<file path="src/rtl/toy_bus_itcm_arb.sv">
// Two-port round-robin arbiter and per-port read-response sequencer for the single-port ITCM SRAM.
// Latency: a read accepted in cycle T drives mem_en at T, captures rd_data at T+1 and presents ack_vld at T+2; writes complete at T.
// Backpressure: a port's reads stall (req_rdy=0) only when its response FIFO plus in-flight read would overflow; writes never stall.
//
// Ports:
//   clk, rst_n              sole clock, asynchronous active-low reset
//   inN_req_*               ToyBusReq request channel from master N (N = 0, 1), vld/rdy handshake
//   inN_ack_*               ToyBusAck read-response channel to master N, vld/rdy handshake
//   out0_mem_*              single SRAM port (word-addressed, rd_data one cycle after a read strobe)
module toy_bus_itcm_arb #(
    parameter int DW        = 32,
    parameter int AW        = 32,
    parameter int IDW       = 4,
    parameter int RSP_DEPTH = 2
) (
    input  logic              clk,
    input  logic              rst_n,

    input  logic              in0_req_vld,
    output logic              in0_req_rdy,
    input  logic [AW-1:0]     in0_req_addr,
    input  logic [DW/8-1:0]   in0_req_strb,
    input  logic [DW-1:0]     in0_req_data,
    input  logic              in0_req_opcode,
    input  logic [IDW-1:0]    in0_req_src_id,
    input  logic [IDW-1:0]    in0_req_tgt_id,
    output logic              in0_ack_vld,
    input  logic              in0_ack_rdy,
    output logic              in0_ack_opcode,
    output logic [DW-1:0]     in0_ack_data,
    output logic [IDW-1:0]    in0_ack_src_id,
    output logic [IDW-1:0]    in0_ack_tgt_id,

    input  logic              in1_req_vld,
    output logic              in1_req_rdy,
    input  logic [AW-1:0]     in1_req_addr,
    input  logic [DW/8-1:0]   in1_req_strb,
    input  logic [DW-1:0]     in1_req_data,
    input  logic              in1_req_opcode,
    input  logic [IDW-1:0]    in1_req_src_id,
    input  logic [IDW-1:0]    in1_req_tgt_id,
    output logic              in1_ack_vld,
    input  logic              in1_ack_rdy,
    output logic              in1_ack_opcode,
    output logic [DW-1:0]     in1_ack_data,
    output logic [IDW-1:0]    in1_ack_src_id,
    output logic [IDW-1:0]    in1_ack_tgt_id,

    output logic              out0_mem_en,
    output logic [AW-1:0]     out0_mem_addr,
    input  logic [DW-1:0]     out0_mem_rd_data,
    output logic [DW-1:0]     out0_mem_wr_data,
    output logic [DW/8-1:0]   out0_mem_wr_byte_en,
    output logic              out0_mem_wr_en
);

    localparam int PW = $clog2(RSP_DEPTH);
    localparam int CW = PW + 1;

    logic [1:0]          req_vld;
    logic [1:0]          req_op;
    logic [1:0]          ack_rdy;
    logic [1:0]          ack_vld;
    logic [1:0]          elig;
    logic [1:0]          grant;
    logic [1:0]          infl;
    logic [1:0]          pop;
    logic [IDW-1:0]      req_src [2];
    logic [CW:0]         commit  [2];
    logic [DW-1:0]       ack_dat [2];
    logic [IDW-1:0]      ack_tgt [2];

    logic                sel;
    logic                rd_gnt;
    logic [AW-1:0]       sel_addr;

    logic                last_gnt_q, last_gnt_d;
    logic                infl_vld_q, infl_vld_d;
    logic                infl_port_q, infl_port_d;
    logic [IDW-1:0]      infl_src_q, infl_src_d;

    logic [CW-1:0]       cnt_q    [2];
    logic [CW-1:0]       cnt_d    [2];
    logic [CW-1:0]       wr_ptr_q [2];
    logic [CW-1:0]       wr_ptr_d [2];
    logic [CW-1:0]       rd_ptr_q [2];
    logic [CW-1:0]       rd_ptr_d [2];
    logic [DW-1:0]       dat_q    [2][RSP_DEPTH];
    logic [DW-1:0]       dat_d    [2][RSP_DEPTH];
    logic [IDW-1:0]      tgt_q    [2][RSP_DEPTH];
    logic [IDW-1:0]      tgt_d    [2][RSP_DEPTH];

    assign req_vld    = {in1_req_vld, in0_req_vld};
    assign req_op     = {in1_req_opcode, in0_req_opcode};
    assign ack_rdy    = {in1_ack_rdy, in0_ack_rdy};
    assign req_src[0] = in0_req_src_id;
    assign req_src[1] = in1_req_src_id;

    for (genvar p = 0; p < 2; p++) begin : g_port
        assign infl[p]    = infl_vld_q && (infl_port_q == 1'(p));
        assign ack_vld[p] = (cnt_q[p] != '0);
        assign pop[p]     = ack_vld[p] & ack_rdy[p];
        // Slots committed next cycle: current entries, plus the read whose data lands
        // next edge, minus the entry leaving now. A pop this cycle frees room for a grant.
        assign commit[p]  = {1'b0, cnt_q[p]} + (CW+1)'(infl[p]) - (CW+1)'(pop[p]);
        assign elig[p]    = req_vld[p] & (req_op[p] | (commit[p] < (CW+1)'(RSP_DEPTH)));
        // Gate the head with vld so an empty FIFO presents zeros rather than stale data.
        assign ack_dat[p] = ack_vld[p] ? dat_q[p][rd_ptr_q[p][PW-1:0]] : '0;
        assign ack_tgt[p] = ack_vld[p] ? tgt_q[p][rd_ptr_q[p][PW-1:0]] : '0;
    end

    // Round robin: on a tie the port not granted last wins; last_gnt resets to 1 so in0 wins first.
    always_comb begin
        grant = elig;
        if (elig == 2'b11) begin
            grant = last_gnt_q ? 2'b01 : 2'b10;
        end
    end

    // With no grant the memory fields follow in0 and mem_en stays low.
    assign sel    = grant[1];
    assign rd_gnt = (|grant) & ~req_op[sel];

    assign in0_req_rdy = grant[0];
    assign in1_req_rdy = grant[1];

    assign sel_addr            = sel ? in1_req_addr : in0_req_addr;
    assign out0_mem_en         = |grant;
    assign out0_mem_wr_en      = req_op[sel];
    assign out0_mem_wr_data    = sel ? in1_req_data : in0_req_data;
    assign out0_mem_wr_byte_en = sel ? in1_req_strb : in0_req_strb;

    always_comb begin
        out0_mem_addr       = '0;
        out0_mem_addr[26:0] = sel_addr[28:2];
    end

    assign in0_ack_vld    = ack_vld[0];
    assign in0_ack_opcode = 1'b0;
    assign in0_ack_data   = ack_dat[0];
    assign in0_ack_src_id = '0;
    assign in0_ack_tgt_id = ack_tgt[0];
    assign in1_ack_vld    = ack_vld[1];
    assign in1_ack_opcode = 1'b0;
    assign in1_ack_data   = ack_dat[1];
    assign in1_ack_src_id = '0;
    assign in1_ack_tgt_id = ack_tgt[1];

    // Byte offset, address bits above the ITCM window and target ids carry no meaning here.
    logic unused_ok;
    assign unused_ok = ^{sel_addr[1:0], sel_addr[AW-1:29], in0_req_tgt_id, in1_req_tgt_id};

    always_comb begin
        last_gnt_d  = last_gnt_q;
        if (|grant) begin
            last_gnt_d = grant[1];
        end
        infl_vld_d  = rd_gnt;
        infl_port_d = sel;
        infl_src_d  = req_src[sel];

        cnt_d    = cnt_q;
        wr_ptr_d = wr_ptr_q;
        rd_ptr_d = rd_ptr_q;
        dat_d    = dat_q;
        tgt_d    = tgt_q;
        for (int p = 0; p < 2; p++) begin
            // The in-flight read's data is on rd_data now; push it into its port's FIFO.
            if (infl[p]) begin
                dat_d[p][wr_ptr_q[p][PW-1:0]] = out0_mem_rd_data;
                tgt_d[p][wr_ptr_q[p][PW-1:0]] = infl_src_q;
                wr_ptr_d[p] = wr_ptr_q[p] + CW'(1);
            end
            if (pop[p]) begin
                rd_ptr_d[p] = rd_ptr_q[p] + CW'(1);
            end
            cnt_d[p] = cnt_q[p] + CW'(infl[p]) - CW'(pop[p]);
        end
    end

    always_ff @(posedge clk or negedge rst_n) begin
        if (!rst_n) begin
            last_gnt_q  <= 1'b1;
            infl_vld_q  <= 1'b0;
            infl_port_q <= 1'b0;
            infl_src_q  <= '0;
            for (int p = 0; p < 2; p++) begin
                cnt_q[p]    <= '0;
                wr_ptr_q[p] <= '0;
                rd_ptr_q[p] <= '0;
                for (int i = 0; i < RSP_DEPTH; i++) begin
                    dat_q[p][i] <= '0;
                    tgt_q[p][i] <= '0;
                end
            end
        end else begin
            last_gnt_q  <= last_gnt_d;
            infl_vld_q  <= infl_vld_d;
            infl_port_q <= infl_port_d;
            infl_src_q  <= infl_src_d;
            cnt_q       <= cnt_d;
            wr_ptr_q    <= wr_ptr_d;
            rd_ptr_q    <= rd_ptr_d;
            dat_q       <= dat_d;
            tgt_q       <= tgt_d;
        end
    end

endmodule

</file>
<file path="config.mk">
export PLATFORM = sky130hd
export DESIGN_NAME = toy_bus_itcm_arb
export DESIGN_NICKNAME = d
export VERILOG_FILES = /design/src/rtl/toy_bus_itcm_arb.sv
export SDC_FILE = /design/constraint.sdc
export NUM_CORES = 1
export LEC_CHECK = 0
export BUFFER_PORTS_ARGS = -buffer_cell sky130_fd_sc_hd__buf_2
export CAP_MARGIN = 20
export CORE_ASPECT_RATIO = 1.2
export CORE_UTILIZATION = 25
export DETAILED_ROUTE_END_ITERATION = 10
export PLACE_DENSITY = 0.52
export SYNTH_ARGS = -nofsm -noshare
export SYNTH_HDL_FRONTEND = slang
export SYNTH_SLANG_ARGS = --single-unit
</file>
<file path="constraint.sdc">
create_clock -name clk -period 3.3 [get_ports clk]
set_input_delay 0.66 -clock clk [delete_from_list [all_inputs] [get_ports clk]]
set_output_delay 0.66 -clock clk [all_outputs]
set_load 0.05 [all_outputs]
</file>
* Yosys cells after proc, flatten, opt, wreduce, memory -nomap -nowiden
Index checks and enable logic that the tools add are counted.
** Storage, ports and cells
- Logic and storage cells :: 100
- Output and inout port bits :: 156
- Flip-flop bits (word level) :: 163
- Input port bits :: 192
** Cells by class
- Muxes and demuxes :: 38
- Equality and inequality tests :: 1
- $add $sub $neg :: 12
- Order comparisons :: 10
- Reduce and logical (&&, ||, !) cells :: 7
- Bitwise logic cells :: 14
** Operator list (count)
- $mux W32 :: 11
- $bwmux W64 :: 2
- $demux W32 S1 :: 2
- $mux W4 :: 14
- $mux W29 :: 1
- $bwmux W8 :: 2
- $ge A2 B2 Y1 const B :: 5
- $not A1 Y2 :: 5
- $add A2 B1 Y2 const B :: 4
- $demux W4 S1 :: 2
- $add A2 B1 Y3 :: 2
- $lt A3 B2 Y1 const B :: 2
- $sub A3 B1 Y3 :: 2
- $and A1 B1 Y1 :: 5
- $add A2 B1 Y2 :: 2
- $logic_and A1 B1 Y1 :: 4
- $lt A2 B1 Y1 const B :: 2
- $mux W2 :: 2
- $reduce_bool A2 Y1 :: 2
- $sub A2 B1 Y2 :: 2
- $eq A2 B2 Y1 const B :: 1
- $lt A1 B2 Y1 const B :: 1
- $mux W1 :: 2
- $not A1 Y1 :: 2
- 2 further kinds :: 3

* Longest topological paths before layout
Gate-level depths: netlist of run 1.
- Depth after elaboration :: 13
- Mapped depth :: 12
- Gate-level depth less buffers :: 10

* Worst setup path before layout of run 1
No wires, ideal clock.
- Kind :: input port to output port
- Start point :: input in0_ack_rdy
- End point :: output out0_mem_wr_data[10]
- Path buffers :: 2
- Slack :: -0.345 ns
- Data required time :: 2.640 ns
- Stages on the path :: 11
- Arrival time :: 2.985 ns
- Cell sequence :: nor2b_1 -> ha_1 -> inv_1 -> ha_1 -> fa_1 -> xnor2_1 -> o21bai_2 -> a31oi_4 -> buf_6 -> buf_8 -> mux2_4
** Between the ends
- Word-level cells in the longest chain between the ends :: 8
** Ends and longest elaborated chain
- start, declared :: RTL line 28 : input logic in0_ack_rdy,
- $and A1 B1 Y1 :: RTL line 102 : assign pop[p] = ack_vld[p] & ack_rdy[p];
- $sub A3 B1 Y3 :: RTL line 105 : assign commit[p] = {1'b0, cnt_q[p]} + (CW+1)'(infl[p]) - (CW+1)'(pop[p]);
- $lt A3 B2 Y1 :: RTL line 106 : assign elig[p] = req_vld[p] & (req_op[p] | (commit[p] < (CW+1)'(RSP_DEPTH)));
- $or A1 B1 Y1 :: RTL line 106
- $and A1 B1 Y1 :: RTL line 106
- $eq A2 B2 Y1 :: RTL line 115 : if (elig == 2'b11) begin
- $mux W2 :: RTL line 115
- via in1_req_rdy :: RTL line 35 : output logic in1_req_rdy,
- $mux W32 :: RTL line 130 : assign out0_mem_wr_data = sel ? in1_req_data : in0_req_data;
- end, declared :: RTL line 52 : output logic [DW-1:0] out0_mem_wr_data,
The timed path passes the listed nets, and every way through them passes these cells.

* Worst setup path after layout of run 1
- Start point :: register cnt_q[0] (netlist name)
- End point :: output out0_mem_wr_data[10]
** Between the ends
- Word-level cells in the longest chain between the ends :: 9
- Elaborated cells on any way between the ends :: 10
- Those cells by class :: add/sub (2); order compare (1); eq/ne (1); mux (2); bitwise (3); reduce/logical (1)
** Ends and longest elaborated chain
- start, declared :: RTL line 82 : logic [CW-1:0] cnt_q [2];
- start signal, assigned :: RTL line 201 : cnt_q <= cnt_d;
- $reduce_bool A2 Y1 (*) :: RTL line 101 : assign ack_vld[p] = (cnt_q[p] != '0);
- $and A1 B1 Y1 (*) :: RTL line 102
- via pop[1] :: RTL line 67 : logic [1:0] pop;
- $sub A3 B1 Y3 (*) :: RTL line 105
- $lt A3 B2 Y1 (*) :: RTL line 106
- $or A1 B1 Y1 (*) :: RTL line 106
- $and A1 B1 Y1 (*) :: RTL line 106
- $eq A2 B2 Y1 :: RTL line 115
- $mux W2 (*) :: RTL line 115
- $mux W32 (*) :: RTL line 130
The timed path passes the listed nets; every way through them passes the cells marked *.

==> results of run 1 <==
==> stage by stage <==
| stage | power [mW] | hold slack, ps | cells |
|---|---|---|---|
| after floorplan | 10.1 | 364 | 629 |
| after global placement | 12.3 | 485 | 1332 |
| after detailed placement | 12.4 | 492 | 1332 |
| after CTS | 15.1 | 207 | 1370 |
| after global routing | 15.8 | 227 | 1376 |
| final | 14.9 | 193 | 1376 |
==> registers in the layout (all words and copies together) (netlist names) <==
signal / flops
last_gnt_q: 1
cnt_q: 4
infl_vld_q: 1
wr_ptr_q: 2
infl_port_q: 1
infl_src_q: 4
dat_q: 128
rd_ptr_q: 2
tgt_q: 16
==> cell usage in the layout (no fill, tap or decap), types with 4 or more instances in the layout <==
cell type	count
buf_12	10
buf_2	246
buf_4	40
buf_6	47
buf_8	24
clkbuf_16	17
conb_1	15
dfrtp_1	156
inv_1	9
mux2_2	148
mux2_4	64
mux2i_1	72
nor2_1	73
xor2_1	4
==> cell families after synthesis <==
logic type / Yosys count / synth area share [%]
compound gates: 6 / 0.869
xor+xnor: 6 / 0.652
fa+ha+maj: 6 / 1.12
buf+inv: 63 / 4.53
flops: 159 / 49.4
mux: 284 / 39.0
other cells: 1 / 0.0465
simple gates: 90 / 4.45
==> report_power, final <==
part | internal (mW) | switching, mW
registers | 2.94 | 0.513
logic | 3.51 | 5.91
clock network | 1.21 | 0.848
total | 7.66 | 7.27
==> path summary, 6_finish.rpt <==
check | startpoint | end | slack, ps | cells after the start
setup / recovery | cnt_q[0] | out0_mem_wr_data[10] | -600 | 14
hold / removal | rst_n | dat_q[84] | 190 | 1
setup reg to reg | cnt_q[0] | infl_src_q[3] | 560 | 12
hold reg to reg | dat_q[33] | dat_q[33] | 500 | 1
max in group asynchronous | rst_n | tgt_q[6] | 2260 | 2
min in group clk | in1_req_src_id[2] | infl_src_q[2] | 480 | 2
==> metal layers <==
metal / GRT usage [%] / routed length [um] / vias to the layer above
met2: 29.3 / 13500 / 215
met1: 17.2 / 9890 / 3028
li1: - / - / 2815
met5: 0 / 11 / -
met3: 3.76 / 1340 / 14
met4: 4.81 / 361 / 2
==> layout make-up <==
type / count / area, sq um / area share [%]
repair buffers: 367 / 2620 / 22.1
clock inverters: 14 / 183 / 1.54
flip-flops and latches: 159 / 3980 / 33.6
inverters: 10 / 37.5 / 0.317
multi-input cells: 407 / 4080 / 34.5
clock buffers: 18 / 429 / 3.63
well taps: 401 / 502 / 4.24
==> worst register-to-register path: cells and delay by family, from the launching register on <==
| kind | cells | cell delay [ps] |
|---|---|---|
| buffers and inverters | 3 | 370 |
| AOI/OAI and AO/OA | 2 | 300 |
| adders and majority gates | 3 | 840 |
| DFF | 1 | 410 |
| and+or+nand+nor | 3 | 340 |
| muxes | 1 | 350 |
==> timing repair <==
| action | in CTS | in global routing |
|---|---|---|
| resized for setup | 173 | 11 |
| setup endpoints to repair | 67 | 67 |
| gates cloned | 1 | 0 |
| pin swaps | 0 | 5 |
| buffers inserted | 5 | 8 |
==> results.ini, run 1 <==
[clock_tree]
tritoncts = done
htree_levels = 4
clock_sinks = 159
cts_hold_buf = 0
clock-root-buffer = clkbuf_16
clkLatencyLatePin_ps = 420
cts_made_buffers = 17
clockBufferDepth = 2
path_clk_slew_ps = 70

[yosys]
netlist_area_sq_um = 8060
synthCells = 615
yosysMostFrequentCell = mux2_2
synth_area_per_cell_sq_um = 13.1
synth_commonest_cells = 203 x mux2_2, 158 x dfrtp_1, 77 x nor2_1
async_reset_ff_share_pct = 100
netlist.area_leader.share_pct = 49.0
synth_edf_count = 0
synth_ff_type = dfrtp_1
ys_warn_count = 0
yosys-top-cells-area = dfrtp_1 49%, mux2_2 28%, mux2i_1 8.9%
ys_seq_elements = 159
yosysTopAreaCell = dfrtp_1
ys_seq_area_share_pct = 49.4
yosys.cell_types.count = 29

[grt]
grt_pass1_wl_mm = 37.9
antenna_found_initial = 2
grt.overflow.total = 0
grt_pass1_vias = 6462
grt_max_degree = 58
groute.usage.overall_pct = 15.6

[cells_and_area]
n_antenna_cell = 0
final_cell_area_sq_um = 11800
drive_gt1_share_pct = 65.2
fin_nets = 1160
fillCellCount = 3131
area_delta_synth_final_pct = 46.8
final_util_pct = 37.5

[setup_path]
crit_slowest_cell = fa_2
cp_top_family = adder cells
worst_setup_path_start_kind = register
path_class = reg -> out
path_max_fanout = 5
crit_chain = nor2_4 -> nor2b_4 -> ha_4 -> inv_2 -> ha_4 -> fa_2 -> nor2b_2 -> a22oi_2 -> a31oi_4 -> buf_6 -> buf_12 -> buf_8 -> mux2_4 -> buf_8
slowest_delay_ps = 550
cp-end-kind = primary output
worst-endpoint-arrival_ps = 3240
critPathBufInv = 5
cp.required_ps = 2640

[flow_run]
maxCapViolCount = 0

[placed_design]
portBuffers = 314
dp_hpwl_mm = 18.0
placed_area_sq_um = 10500
dp_slack_ps = -600
gp_congestion = 0.784

[floorplanning]
start_util_pct = 25.6
pin_count = 348
die_w_um = 166
core_area_sq_um = 31500
dieHeight_um = 199
placementRows = 71
die_area_sq_um = 33000

[drt]
vias = 6074
wl_mm = 25.1
dr.pass1.iters = 9
drt-initial-drc-count = 178
ant_nets = 0
drcViolationCount = 13
avgViaCountPerCell = 4.41
routedWlPerCell_um = 18.2

[sta]
tightest_slew_ps = 813
drv_slew = 0
min_period_ps = 3900
finalCritPeriodShare_pct = 118
skew_ps = 7.06
worst_slack_ps = -604
fmax_mhz = 256
tns_ps = -34260
max_slew_margin_pct = 45.7
rsz0062_at_grt = yes
hold_viol_final = 0
setup_viol = 67

[status]
status = finished, violations left
violations = design-rule violations, negative setup slack

[power]
cellPowerDensity_nw_per_um2 = 1260
leakage_nw = 5.89
ir_drop_mv = 0.496

[min_path]
hp-class = in -> async

No activity file was read; power rests on OpenSTA's default activity.
==> run 2: changes to the inputs <==
CTS_BUF_LIST = sky130_fd_sc_hd__clkbuf_8 sky130_fd_sc_hd__clkbuf_16   (was unset)
CTS_CLUSTER_SIZE = 10   (was unset)
==> results.ini, run 2 (synthesis gave the netlist of run 1 again) <==
[status]
status = finished, violations left
violations = design-rule violations, negative setup slack

[clock_tree]
cts_hold_buf = 0  ; unchanged
clkLatencyLatePin_ps = 420  ; about the same
clock-root-buffer = clkbuf_16
clock_sinks = 159  ; unchanged
cts_made_buffers = 17  ; unchanged
path_clk_slew_ps = 70  ; about the same
tritoncts = done
clockBufferDepth = 2  ; unchanged
htree_levels = 4  ; unchanged

[setup_path]
crit_chain = nor2_4 -> nor2b_4 -> ha_4 -> inv_2 -> ha_4 -> fa_2 -> nor2b_2 -> a22oi_2 -> a31oi_4 -> buf_6 -> buf_12 -> buf_8 -> mux2_4 -> buf_8
path_class = reg -> out
crit_slowest_cell = fa_2
critPathBufInv = 5  ; unchanged
worst-endpoint-arrival_ps = 3240  ; about the same
slowest_delay_ps = 550  ; about the same
cp_top_family = adder cells
worst_setup_path_start_kind = register
cp.required_ps = 2640  ; about the same
cp-end-kind = primary output
path_max_fanout = 5  ; unchanged

[floorplanning]
start_util_pct = 25.6  ; unchanged
die_area_sq_um = 33000  ; unchanged
core_area_sq_um = 31500  ; unchanged
pin_count = 348  ; unchanged
placementRows = 71  ; unchanged
die_w_um = 166  ; unchanged
dieHeight_um = 199  ; unchanged

[power]
cellPowerDensity_nw_per_um2 = 1260  ; about the same
p_total_mw = 14.9  ; about the same
leakage_nw = 5.89  ; about the same
ir_drop_mv = 0.496  ; unchanged

[grt]
groute.usage.overall_pct = 15.6  ; unchanged
antenna_found_initial = 2  ; unchanged
grt_max_degree = 58  ; unchanged
grt.overflow.total = 0  ; unchanged
grt_pass1_wl_mm = 37.9  ; unchanged
grt_pass1_vias = 6462  ; unchanged

[drt]
vias = 6074  ; unchanged
wl_mm = 25.1  ; unchanged
avgViaCountPerCell = 4.41  ; unchanged
dr.pass1.iters = 9  ; unchanged
drt-initial-drc-count = 178  ; unchanged
ant_nets = 0  ; unchanged
routedWlPerCell_um = 18.2  ; unchanged
drcViolationCount = 13  ; unchanged

[placed_design]
portBuffers = 314  ; unchanged
gp_congestion = 0.784  ; unchanged
dp_slack_ps = -600  ; unchanged
dp_hpwl_mm = 18.0  ; unchanged

[cells_and_area]
n_antenna_cell = 0  ; unchanged
final_common_cell = buf_2
area_delta_synth_final_pct = 46.8  ; unchanged
final_cell_mix = 246 x buf_2, 156 x dfrtp_1, 148 x mux2_2
final_util_pct = 37.5  ; unchanged
largest-register = dat_q
fin_nets = 1160  ; unchanged
reg_top3 = dat_q: 128 flops, tgt_q: 16 flops
drive_gt1_share_pct = 65.2  ; unchanged
fillCellCount = 3131  ; unchanged
largest_reg_flops = 128  ; unchanged

[sta]
drv_slew = 0  ; unchanged
min_period_ps = 3900  ; +0.00400 ps
fmax_mhz = 256  ; unchanged
worst_slack_ps = -604  ; -0.00400 ps
setup_viol = 67  ; unchanged
rsz0062_at_grt = yes
finalCritPeriodShare_pct = 118  ; about the same
skew_ps = 7.06  ; +0.0000600 ps
max_slew_margin_pct = 45.7  ; unchanged
tightest_slew_ps = 813  ; unchanged
hold_viol_final = 0  ; unchanged

[min_path]
hp-class = in -> async

[flow_run]
maxCapViolCount = 0  ; unchanged

run 2: changes by cell type in the layout (fill, tap and decap cells not counted):
cell,change
clkbuf_1,-1
inv_1,+1
run 2: cell type report:
type | instances | area (sq um) | share of cell area (%)
Clock buffer | 17 | 425 | 3.59
Clock inverter | 15 | 186 | 1.58
Inverter | 10 | 37.5 | 0.317
Multi-Input combinational cell | 407 | 4080 | 34.5
Sequential cell | 159 | 3980 | 33.6
Tap cell | 401 | 502 | 4.24
Timing Repair Buffer | 367 | 2620 | 22.1
run 2: worst reg2reg max path, stage by stage (launching register included):
cell and delay (ps):
dfrtp_1 410, nor2_4 140, nor2b_4 60, ha_4 250
inv_2 40, ha_4 150, fa_2 440, nor2b_2 140
a22oi_2 90, a31oi_4 210, buf_12 190, buf_4 140
mux2_2 350
run 2: routing by layer:
layer	share of wire (%)	vias up	global-route usage, %
met5	0.044	-	0
met4	1.4	2	4.81
met3	5.4	14	3.76
met2	54	215	29.3
met1	39	3028	17.2
li1	-	2815	-
run 2: stage by stage:
step                instance area, sq um  setup TNS [ps]  hold WS (ps)  std cells
global route                       11800          -43060           227       1376
floorplan                           8310          -11470           364        629
CTS                                11800          -37870           207       1370
detailed placement                 10500          -36500           492       1332
global placement                   10500          -36730           485       1332
finish                             11800          -34260           193       1376
run 2: timing repair:
| item | in CTS | in global routing |
|---|---|---|
| pin swaps | 0 | 5 |
| cloned | 1 | 0 |
| setup buffers | 5 | 8 |
| gates resized for setup | 173 | 11 |
| setup endpoints to repair | 67 | 67 |
run 2: worst paths after layout:
| kind | slack (ps) | endpoint | from | depth (start not counted) |
|---|---|---|---|---|
| max | -600 | out0_mem_wr_data[10] | cnt_q[0] | 14 |
| min | 190 | dat_q[84] | rst_n | 1 |
| max reg2reg | 560 | infl_src_q[3] | cnt_q[0] | 12 |
| min reg2reg | 500 | dat_q[33] | dat_q[33] | 1 |
| max in group asynchronous | 2260 | tgt_q[6] | rst_n | 2 |
| min in group clk | 480 | infl_src_q[2] | in1_req_src_id[2] | 2 |
run 2: power by group:
group | internal, mW | switching, mW | total (mW)
logic | 3.51 | 5.91 | 9.43
clock network | 1.21 | 0.848 | 2.05
registers | 2.94 | 0.513 | 3.45
total | 7.66 | 7.27 | 14.9
